<file path="config.mk">
export PLATFORM = sky130hd
export DESIGN_NAME = button_bounce_gen_flat
export DESIGN_NICKNAME = d
export VERILOG_FILES = /design/src/rtl/button_bounce_if.sv /design/src/rtl/button_bounce_gen.sv /design/src/flat_wrapper.sv
export SDC_FILE = /design/constraint.sdc
export NUM_CORES = 1
export LEC_CHECK = 0
export CAP_MARGIN = 0
export CORE_ASPECT_RATIO = 1.5
export CORE_MARGIN = 8
export CORE_UTILIZATION = 60
export CTS_BUF_LIST = sky130_fd_sc_hd__clkbuf_8 sky130_fd_sc_hd__clkbuf_16
export DETAILED_ROUTE_END_ITERATION = 6
export DONT_BUFFER_PORTS = 1
export GPL_ROUTABILITY_DRIVEN = 0
export PLACE_DENSITY = 0.86
export RECOVER_POWER = 100
export SKIP_LAST_GASP = 1
export SLEW_MARGIN = 5
export SYNTH_ARGS = -nofsm -noshare
export SYNTH_HDL_FRONTEND = slang
export SYNTH_SLANG_ARGS = --single-unit
</file>
<file path="constraint.sdc">
create_clock -name clk -period 2.66 [get_ports clk]
set_clock_uncertainty 0.2 [all_clocks]
set_input_delay 0.399 -clock clk [delete_from_list [all_inputs] [get_ports clk]]
set_output_delay 0.399 -clock clk [all_outputs]
set_load 0.005 [all_outputs]
</file>
<file path="src/rtl/button_bounce_if.sv">
// Handshake and button line between a test sequencer and the bounce generator.
interface button_bounce_if;
  logic start;
  logic level;
  logic ready;
  logic busy;
  logic done;
  logic button;

  modport master (output start, level, input ready, busy, done, button);
  modport slave  (input start, level, output ready, busy, done, button);
endinterface

</file>
<file path="src/rtl/button_bounce_gen.sv">
// Synthetic switch waveform: clean edge, glitch train, stable hold, one-cycle done.
// start is only taken while ready; requests during a transition are dropped, not queued.
module button_bounce_gen #(
  parameter int          BOUNCE_GLITCHES   = 3,
  parameter int          MAX_BOUNCE_CYCLES = 4,
  parameter int          HOLD_CYCLES       = 16,
  parameter int          RANDOM            = 1,
  parameter logic [15:0] LFSR_SEED         = 16'hACE1
) (
  input logic            clk,
  input logic            reset,
  button_bounce_if.slave bb
);

  localparam int LW = $clog2(MAX_BOUNCE_CYCLES);
  localparam int CW = $clog2(MAX_BOUNCE_CYCLES + HOLD_CYCLES + 1);
  localparam int GW = $clog2(BOUNCE_GLITCHES + 1) + 1;

  typedef enum logic [2:0] {IDLE, SEG_ON, SEG_OFF, HOLD, DONE} state_t;

  state_t         state, state_nxt;
  logic           target;
  logic           button_q;
  logic [CW-1:0]  cnt;
  logic [GW-1:0]  gcnt;
  logic [15:0]    lfsr;
  logic [15:0]    lfsr_nxt;
  logic [CW-1:0]  seg_load;
  logic [CW-1:0]  hold_load;
  logic           seg_end;
  logic           glitchy;
  logic           more_glitches;

  // Counters hold "cycles remaining minus one", so a segment ends when cnt hits zero.
  assign lfsr_nxt      = {1'b0, lfsr[15:1]} ^ (lfsr[0] ? 16'hB400 : 16'h0000);
  assign seg_load      = (RANDOM != 0) ? CW'(lfsr[LW-1:0]) : CW'(MAX_BOUNCE_CYCLES - 1);
  assign hold_load     = CW'(HOLD_CYCLES - 1);
  assign seg_end       = (cnt == '0);
  assign glitchy       = (BOUNCE_GLITCHES > 0) && (bb.level != button_q);
  assign more_glitches = (int'(gcnt) < BOUNCE_GLITCHES);

  always_ff @(posedge clk) begin
    if (reset) state <= IDLE;
    else       state <= state_nxt;
  end

  always_comb begin
    state_nxt = state;
    case (state)
      IDLE:    if (bb.start) state_nxt = glitchy ? SEG_ON : HOLD;
      SEG_ON:  if (seg_end)  state_nxt = more_glitches ? SEG_OFF : HOLD;
      SEG_OFF: if (seg_end)  state_nxt = SEG_ON;
      HOLD:    if (seg_end)  state_nxt = DONE;
      DONE:                  state_nxt = IDLE;
      default:               state_nxt = IDLE;
    endcase
  end

  // The LFSR steps only when a new segment length is loaded.
  always_ff @(posedge clk) begin
    if (reset) begin
      target   <= 1'b0;
      button_q <= 1'b0;
      cnt      <= '0;
      gcnt     <= '0;
      lfsr     <= LFSR_SEED;
    end else begin
      case (state)
        IDLE: begin
          if (bb.start) begin
            target   <= bb.level;
            button_q <= bb.level;
            gcnt     <= '0;
            if (glitchy) begin
              cnt  <= seg_load;
              lfsr <= lfsr_nxt;
            end else begin
              cnt  <= hold_load;
            end
          end
        end
        SEG_ON: begin
          if (!seg_end) begin
            cnt <= cnt - 1'b1;
          end else if (more_glitches) begin
            button_q <= ~target;
            cnt      <= seg_load;
            lfsr     <= lfsr_nxt;
          end else begin
            cnt <= hold_load;
          end
        end
        SEG_OFF: begin
          if (!seg_end) begin
            cnt <= cnt - 1'b1;
          end else begin
            button_q <= target;
            gcnt     <= gcnt + 1'b1;
            cnt      <= seg_load;
            lfsr     <= lfsr_nxt;
          end
        end
        HOLD: begin
          if (!seg_end) cnt <= cnt - 1'b1;
        end
        default: ;
      endcase
    end
  end

  always_comb begin
    bb.ready  = (state == IDLE);
    bb.busy   = (state != IDLE);
    bb.done   = (state == DONE);
    bb.button = button_q;
  end

endmodule

</file>
<file path="src/flat_wrapper.sv">
// flat-port wrapper written by rule: the top's interface ports become plain ports
module button_bounce_gen_flat 
#(
  parameter int          BOUNCE_GLITCHES   = 3,
  parameter int          MAX_BOUNCE_CYCLES = 4,
  parameter int          HOLD_CYCLES       = 16,
  parameter int          RANDOM            = 1,
  parameter logic [15:0] LFSR_SEED         = 16'hACE1
)
  (clk, reset, bb_start, bb_level, bb_ready, bb_busy, bb_done, bb_button);
  button_bounce_if bb_i ();
  input logic clk;
  input logic reset;
  input wire logic [$bits(bb_i.start)-1:0] bb_start;
  input wire logic [$bits(bb_i.level)-1:0] bb_level;
  output wire logic [$bits(bb_i.ready)-1:0] bb_ready;
  output wire logic [$bits(bb_i.busy)-1:0] bb_busy;
  output wire logic [$bits(bb_i.done)-1:0] bb_done;
  output wire logic [$bits(bb_i.button)-1:0] bb_button;
  assign bb_i.start = bb_start;
  assign bb_i.level = bb_level;
  assign bb_ready = bb_i.ready;
  assign bb_busy = bb_i.busy;
  assign bb_done = bb_i.done;
  assign bb_button = bb_i.button;
  button_bounce_gen #(.BOUNCE_GLITCHES(BOUNCE_GLITCHES), .MAX_BOUNCE_CYCLES(MAX_BOUNCE_CYCLES), .HOLD_CYCLES(HOLD_CYCLES), .RANDOM(RANDOM), .LFSR_SEED(LFSR_SEED)) u_core (.clk(clk), .reset(reset), .bb(bb_i));
endmodule
</file>
* Word level (Yosys, flattened, before mapping) *
Cells that the tools add are included.

word-level totals
  register bits = 29
  word-level logic and storage cells = 64
  output and inout port bits = 4

operators by class
  magnitude comparators = 1
  muxes and demuxes = 29
  bitwise gates (word level) = 2
  equal/unequal tests = 12
  add/sub/neg operators = 2
  reduce and logical (&&, ||, !) cells = 12

operators by type and width
  operator             count
  $mux 16              6
  $pmux 16 s3          1
  $mux 5               4
  $pmux 5 s4           1
  $mux 3               6
  $xor 15x16->16       1
  $pmux 3 s4           1
  $ne 2x1->1 const B   5
  $mux 4               2
  $eq 3x2->1 const B   2
  $pmux 3 s2           1
  $reduce_and 3->1     2
  $reduce_and 6->1     1
  $reduce_bool 3->1    2
  $logic_not 5->1      1
  $mux 1               5
  $reduce_and 5->1     1
  $sub 5x1->5 const B  1
  $ne 2x2->1 const B   2
  $reduce_and 4->1     1
  $reduce_bool 4->1    1
  $add 3x1->3 const B  1
  $eq 3x1->1 const B   1
  $eq 3x3->1 const B   1
  8 further kinds      8

* Depth between registers and ports, before layout *
Gate-level depths: netlist (run 1).

  word-level depth = 5
  depth in mapped cells = 7
  gate-level depth less buffers = 6

* Worst setup path after synthesis (run 1) *
Ideal clock, no wire load.

  kind = reg-to-reg
  from = register u_core.cnt[0]
  to = register u_core.lfsr[0]
  period minus slack after synthesis = 2.283 ns
  arrival time = 2.011 ns
  data required time = 2.388 ns
  setup time = 0.072 ns
  path slack = 0.377 ns
  stages on the path, launching flop included = 8
  cells stage by stage = dfxtp_1 > inv_1 > ha_1 > or4b_1 > buf_2 > a211o_1 > nor3_4 > mux2i_1

between the ends
  word-level cells in the longest chain between the ends = 3
  elaborated cells between the ends (all ways) = 4
  those cells by class = eq/ne: 2; reduce/logical: 2

ends and longest elaborated chain
  element                       RTL line                  source
  start, declared               button_bounce_gen.sv:24   logic [CW-1:0] cnt;
  start signal, assigned        button_bounce_gen.sv:75   cnt <= seg_load;
  start signal, assigned        button_bounce_gen.sv:78   cnt <= hold_load;
  start signal, assigned        button_bounce_gen.sv:84   cnt <= cnt - 1'b1;
  $logic_not 5->1 *             button_bounce_gen.sv:38   assign seg_end = (cnt == '0);
  $ne 2x1->1 (no line)          n/a
  $reduce_and 6->1 (no line) *  n/a
  end signal, assigned          button_bounce_gen.sv:76   lfsr <= lfsr_nxt;
  end signal, assigned          button_bounce_gen.sv:88   lfsr <= lfsr_nxt;
  end signal, assigned          button_bounce_gen.sv:100  lfsr <= lfsr_nxt;
  end, declared                 button_bounce_gen.sv:26   logic [15:0] lfsr;

Mark *: on every way between the ends. The rest lies on a longest branch, timed or not.
A chain may end at the register's enable or synchronous reset.

* Worst setup path after layout (run 1) *
  from = register u_core.cnt[0]
  to = register u_core.lfsr[11]

Same word-level chain as after synthesis.

==> reports/metrics.csv, run 1 <==
stage;metric;value;unit
clock_tree;cell chosen for the clock root;clkbuf_8;
global_route;pin count of the biggest net entering global routing;21;
worst_hold_path;worst hold path startpoint;reset;
placed_design;# port buffers;0;
worst_setup_path;slowest cell delay on critical path;0.53;ns
worst_setup_path;Worst path slowest cell;or4b_1;
timing;setup tns final;0;ns
power;Net Switching;0.862;mW
routing;DRC violation count after routing;0;
clock_tree;Max Buffers Root-to-Sink;2;
clock_tree;# clock sinks;29;
floorplanning;overall die area;0.00454;mm^2
cells_and_area;fraction of final layout cells sized beyond drive strength 1;10.4;%
cells_and_area;Antenna diodes;0;
worst_setup_path;chain of cells forming the critical path;inv_1 > ha_1 > or4b_1 > a211o_1 > nor3_4 > mux2i_1;
worst_setup_path;Setup crit start kind;flip-flop;
power;combinational share of power;46.7;%
timing;total of endpoints with negative setup slack in the final report;0;
cells_and_area;final design area excluding fillers;0.00170;mm^2
placed_design;DP Area;0.00160;mm^2
global_route;global-route usage over all layers;16.2;%
routing;average wire length per cell after detail routing;16.5;um
synth;cell count after synthesis;181;
worst_setup_path;Worst Setup SP;u_core.cnt[0]$_SDFFE_PP0P_;
clock_tree;Clock transition at path regs;0.06;ns
worst_setup_path;sort of element at the end of the critical path;flip-flop;
synth;adder-cell share of the synthesized area;2.23;%
power;sequential group share of total power;31.9;%
worst_hold_path;worst min-delay path class;input pin to flip-flop;
synth;EDFF count, synth;0;
timing;Hold Vio Cnt, Final;0;
synth;leading register cell type out of synthesis;dfxtp_1;
power;power density over the cells;1280;mW/mm^2
worst_setup_path;critical path start-end classification;flip-flop to flip-flop;
synth;Net Count, Synth;187;
timing;share of the clock period used by the worst path;93.6;%
synth;count of different cell masters after synthesis;50;
synth;largest family of logic cells by synthesized area;compound AO/OA/AOI/OAI gates;
worst_setup_path;maximum fanout count along the critical path;8;
worst_setup_path;CP arrival;2.50;ns
clock_tree;clk_lat worst skew;0.29;ns
global_route;residual overflow from global routing;0;
placed_design;half-perimeter wire length after placement;2410;um
cells_and_area;most common cell after layout, fill and taps aside;dfxtp_1;
cells_and_area;Layout area overhead;8.21;%
routing;detailed-routing iteration count for the pre-antenna-repair pass;4;
cells_and_area;final core area utilization;68.6;%
timing;fin crit period;2.49;ns
synth;Async S/R FF share, synth;0;%
synth;sequential element share of the synthesized area;37.0;%
floorplanning;Die H;78.7;um
synth;area share of the largest cell type after synthesis;37.0;%
run_status;result of the run;completed;
power;worst voltage drop across the vdd grid;0.000802;V
routing;number of nets with antenna violations after detailed routing;0;
routing;first-iteration detailed-routing DRC count;69;
cells_and_area;Total Nets Final;188;
worst_setup_path;launch instance of the worst register-to-register path;u_core.cnt[0]$_SDFFE_PP0P_;
synth;count of warnings emitted by yosys;0;
routing;via count normalized by instance count;6.57;
floorplanning;starting utilization of the core area;63.4;%
clock_tree;CTS tree;yes;
synth;xor and xnor fraction of the mapped netlist area;3.90;%
power;clock power share;21.3;%
worst_setup_path;CP Data Required Time;2.67;ns
timing;Final Max Slew Viols;0;
power;Leak Pwr;0.684;nW
synth;Synth area leader;dfxtp_1;
timing;actual transition at the worst max-transition pin;0.666;ns
timing;unrepaired setup endpoints after global routing;false;
synth;number of flip-flops and latches in the synthesized netlist;29;
cells_and_area;highest-count cells in the layout ignoring fill and taps;dfxtp_1, nor2_1, mux2i_1;
synth;top cells by area in the synthesized netlist;dfxtp_1, mux2i_1, nor2_1, xor2_1, clkbuf_1;
power;switching fraction of total power;39.6;%
floorplanning;number of top-level pins;8;
power;internal power;1.31;mW
synth;Synth Area in Simple Gates;20.3;%
global_route;vias in the first global route;1392;
clock_tree;H-tree levels;2;
synth;area of the mapped netlist;0.00157;mm^2
run;reported max-cap violation count;0;
floorplanning;Core Box Area;0.00248;mm^2
global_route;initial antenna violation count;0;
synth;average cell area after synthesis;8.68;um^2
synth;Compound-Gate Fraction of Synth Area;20.9;%
routing;via count;1361;
timing;Peak Freq;0.401;GHz
timing;hold slack;0.0315;ns
global_route;global-route wire length before repair;5870;um
timing;Max-Slew Margin vs Limit;55.3;%
floorplanning;site row count;22;
clock_tree;clock buffer count from CTS;5;
cells_and_area;number of inserted filler cells in the final layout;203;
routing;final wirelength;3420;um
floorplanning;die extent in x;57.8;um
synth;proportion of synthesized area in mux cells;10.4;%
[cell families (layout without fill, tap and decap cells)]
kind of cell               Yosys count  in the layout
muxes                               16             16
adders and majority gates            3              3
buffers and inverters               22             24
AOI/OAI and AO/OA                   45             45
DFF                                 29             29
and+or+nand+nor                     59             59
xor gates and xnor gates             7              7
[Yosys cell counts (all sizes together) (2+ instances only)]
library cell and count:
dfxtp 29, nor2 23, mux2i 14, clkbuf 12, inv 8, a21oi 7
nand2 7, nor3 7, xor2 6, a31oi 5, o21ai 5, a211oi 4
a31o 4, nor4 4, nand2b 3, o211ai 3, a211o 2, a311oi 2
and3 2, buf 2, ha 2, mux2 2, nand3 2, nand4 2
nor4b 2, o2111ai 2, o31ai 2, o32ai 2
[worst max-delay path: cells and delay by family (launching register included)]
kind	cells	cell delay, ns
muxes	1	0.24
DFF	1	0.33
AOI/OAI and AO/OA	1	0.39
adders and majority gates	1	0.20
buffers and inverters	1	0.10
and+or+nand+nor	2	0.97
[final timing paths]
check	end	slack (ns)	cells after the start
setup / recovery	u_core.lfsr[11]$_SDFFE_PP1P_	0.17	6
hold / removal	u_core.cnt[1]$_SDFFE_PP0P_	0.03	1
setup reg to reg	u_core.lfsr[11]$_SDFFE_PP1P_	0.17	6
hold reg to reg	u_core.lfsr[3]$_SDFFE_PP0P_	0.27	2
[state kept, by name, summed over array words and instances, names as in the netlist]
signal,flops
u_core.cnt,5
u_core.lfsr,16
u_core.bb.button,1
u_core.state,3
u_core.target,1
u_core.gcnt,3
[final cells by class]
cell class | instances | area, um^2 | share of cell area, %
multi-input cells | 130 | 895 | 52.7
flip-flops and latches | 29 | 581 | 34.2
clock buffers | 6 | 82.6 | 4.86
repair buffers | 8 | 47.5 | 2.80
clock inverters | 2 | 33.8 | 1.99
inverters | 8 | 30.0 | 1.77
well taps | 24 | 30.0 | 1.77
[routing by layer]
layer  vias up  GRT usage, %  routed length, um
met4         0          10.3                 89
met2        35          27.7               1760
met5         -             0                  0
met3         9          5.71                159
li1        664             -                  -
met1       653          16.2               1420
[repair_timing]
action / in CTS / in global routing
buffers inserted: 0 / 0
resized for setup: 0 / 0
hold endpoints to repair: 7 / 0
hold buffers: 1 / 0
[stage by stage]
stage	total power, mW	setup slack [ns]	cells
2_1_floorplan	1.51	0.377	181
3_3_place_gp	1.69	0.337	198
3_5_place_dp	1.74	0.211	198
4_1_cts	2.22	0.189	207
5_1_grt	2.33	0.0407	207
6_report	2.18	0.169	207
[power by group through the flow]
stage                     sequential, mW  clock [mW]  combinational (mW)
after CTS                          0.692       0.478                1.05
after global routing               0.713       0.491                1.13
final                              0.694       0.464                1.02
after global placement             0.695           0               0.999
after floorplan                    0.634           0               0.873
after detailed placement           0.700           0                1.04
(Power assumes the default switching activity.)
==> run 2: changes to the inputs <==
Settings changed: CTS_BUF_LIST sky130_fd_sc_hd__clkbuf_8 sky130_fd_sc_hd__clkbuf_16 to default.
==> run 2 against run 1 <==
Global-route usage shrank 0.066 points. Via count grew 1.9%. Setup slack lost 0.021 ns. Critical path depth is the same. Maximum frequency shrank 0.84%. Cell count is the same. Critical path type unchanged. Largest power group unchanged. Highest routed layer unchanged.
==> reports/metrics.csv, run 2 (same netlist as run 1, synthesis figures left out) <==
stage;metric;value;unit;change
worst_setup_path;depth of the worst register-to-register path;6;;unchanged
cells_and_area;Antenna diodes;0;;unchanged
run;reported max-cap violation count;0;;unchanged
cells_and_area;Total Nets Final;188;;unchanged
global_route;pin count of the biggest net entering global routing;19;;-9.5%
timing;share of the clock period used by the worst path;94.4;%;+0.79 points
floorplanning;Core Box Area;0.00248;mm^2;unchanged
cells_and_area;area taken by flip-flops and latches;581;um^2;unchanged
timing;Peak Freq;0.398;GHz;-0.84%
clock_tree;Clock transition at path regs;0.10;ns;+0.04 ns
floorplanning;number of top-level pins;8;;unchanged
timing;hold slack;0.0344;ns;+0.00288 ns
timing;Max-Slew Margin vs Limit;55.4;%;+0.091 points
timing;Final Max Slew Viols;0;;unchanged
floorplanning;site row count;22;;unchanged
cells_and_area;final design area excluding fillers;0.00166;mm^2;-2.1%
floorplanning;starting utilization of the core area;63.4;%;unchanged
cells_and_area;final core area utilization;67.2;%;-1.4 points
global_route;residual overflow from global routing;0;;unchanged
worst_setup_path;maximum fanout count along the critical path;8;;unchanged
timing;Hold Vio Cnt, Final;0;;unchanged
timing;setup tns final;0;ns;unchanged
placed_design;placed cell count;198;;unchanged
global_route;global-route usage over all layers;16.1;%;-0.066 points
routing;final wirelength;3420;um;about the same
global_route;global-route wire length before repair;5890;um;+0.46%
routing;number of nets with antenna violations after detailed routing;0;;unchanged
cells_and_area;number of inserted filler cells in the final layout;204;;+0.49%
placed_design;# port buffers;0;;unchanged
timing;actual transition at the worst max-transition pin;0.664;ns;-0.00136 ns
routing;first-iteration detailed-routing DRC count;74;;+7.2%
cells_and_area;footprint of the multi-input gates;895;um^2;unchanged
clock_tree;# clock sinks;29;;unchanged
worst_setup_path;CP Data Required Time;2.71;ns;+0.04 ns
cells_and_area;number of flip-flops under the largest register name;16;;unchanged
routing;via count;1387;;+1.9%
worst_setup_path;sort of element at the end of the critical path;flip-flop;;
clock_tree;clock buffer count from CTS;5;;unchanged
floorplanning;Die H;78.7;um;unchanged
global_route;initial antenna violation count;0;;unchanged
routing;detailed-routing iteration count for the pre-antenna-repair pass;4;;unchanged
global_route;vias in the first global route;1375;;-1.2%
worst_hold_path;Hold Crit Depth;2;;+1
clock_tree;Max Buffers Root-to-Sink;2;;unchanged
timing;fin crit period;2.51;ns;+0.0211 ns
cells_and_area;most common cell after layout, fill and taps aside;dfxtp_1;;
clock_tree;CTS tree;yes;;
worst_setup_path;Setup crit start kind;flip-flop;;
timing;unrepaired setup endpoints after global routing;false;;
power;Leak Pwr;0.663;nW;-3.1%
routing;average wire length per cell after detail routing;16.5;um;about the same
routing;via count normalized by instance count;6.70;;+1.9%
floorplanning;die extent in x;57.8;um;unchanged
worst_setup_path;critical path start-end classification;flip-flop to flip-flop;;
cells_and_area;register with the most flip-flops;u_core.lfsr;;
placed_design;half-perimeter wire length after placement;2410;um;unchanged
clock_tree;clk_lat worst skew;0.33;ns;+0.04 ns
floorplanning;overall die area;0.00454;mm^2;unchanged
worst_hold_path;worst min-delay path class;input pin to flip-flop;;
clock_tree;CTS resizes;0;;unchanged
cells_and_area;Layout area overhead;5.98;%;
cells_and_area;biggest regs;u_core.lfsr x16, u_core.cnt x5;;
clock_tree;cell chosen for the clock root;clkbuf_4;;
run_status;result of the run;completed;;
clock_tree;H-tree levels;2;;unchanged
worst_setup_path;CP arrival;2.56;ns;+0.06 ns
cells_and_area;Finished Layout Cells;207;;unchanged
routing;DRC violation count after routing;0;;unchanged
timing;total of endpoints with negative setup slack in the final report;0;;unchanged
worst_setup_path;Worst Setup SP;u_core.cnt[0]$_SDFFE_PP0P_;;
worst_hold_path;worst hold path startpoint;bb_level;;
cells_and_area;fraction of final layout cells sized beyond drive strength 1;9.84;%;-0.55 points
power;worst voltage drop across the vdd grid;0.000801;V;-0.20%
placed_design;DP Area;0.00160;mm^2;unchanged
worst_setup_path;launch instance of the worst register-to-register path;u_core.cnt[0]$_SDFFE_PP0P_;;
power;power density over the cells;1250;mW/mm^2;-2.3%
cells_and_area;highest-count cells in the layout ignoring fill and taps;dfxtp_1, nor2_1, mux2i_1;;
-- run 2: cell types whose count changed in the layout (fill, tap and decap cells not counted) --
cell      previous run  this run
buf_4                3         2
clkbuf_1             4         6
clkbuf_4             0         5
clkbuf_8             6         1
inv_1                9         8
-- run 2: cell type report --
class | instances | area share (%)
Clock inverter | 1 | 1.80
Multi-Input combinational cell | 130 | 53.8
Clock buffer | 7 | 3.31
Inverter | 8 | 1.80
Timing Repair Buffer | 8 | 2.63
Tap cell | 24 | 1.80
Sequential cell | 29 | 34.9
-- run 2: routing by layer --
layer / track usage (%) / share of wire [%]
met1: 17.0 / 41
met2: 27.7 / 51
met3: 5.06 / 5.5
met4: 8.87 / 2.4
met5: 0 / 0
-- run 2: worst max-delay path, cell delays in order, from the launching register on --
cell and delay [ns]:
dfxtp_1 0.34, inv_1 0.10, ha_1 0.20, or4b_1 0.53
a211o_1 0.39, nor3_4 0.43, mux2i_1 0.24
-- run 2: final timing paths --
| kind | end | slack, ns |
|---|---|---|
| hold reg to reg | u_core.lfsr[3]$_SDFFE_PP0P_ | 0.27 |
| setup / recovery | u_core.lfsr[11]$_SDFFE_PP1P_ | 0.15 |
| hold / removal | u_core.target$_SDFFE_PP0P_ | 0.03 |
| setup reg to reg | u_core.lfsr[11]$_SDFFE_PP1P_ | 0.15 |
-- run 2: report_power, final --
group | switching, mW | internal [mW] | total (mW)
Sequential | 0.131 | 0.563 | 0.694
Clock | 0.149 | 0.224 | 0.373
Combinational | 0.572 | 0.444 | 1.02
Total | 0.851 | 1.23 | 2.08
-- run 2: metrics by stage --
step | power [mW] | worst slack [ns]
2_1_floorplan | 1.51 | 0.377
3_3_place_gp | 1.69 | 0.337
3_5_place_dp | 1.74 | 0.211
4_1_cts | 2.12 | 0.174
5_1_grt | 2.24 | 0.0183
6_report | 2.08 | 0.148
-- run 2: timing repair --
| action | in CTS | in global routing |
|---|---|---|
| hold buffers | 1 | 0 |
| hold endpoints to repair | 9 | 0 |
| setup buffers | 0 | 0 |
| endpoints found under the setup margin | 0 | 0 |
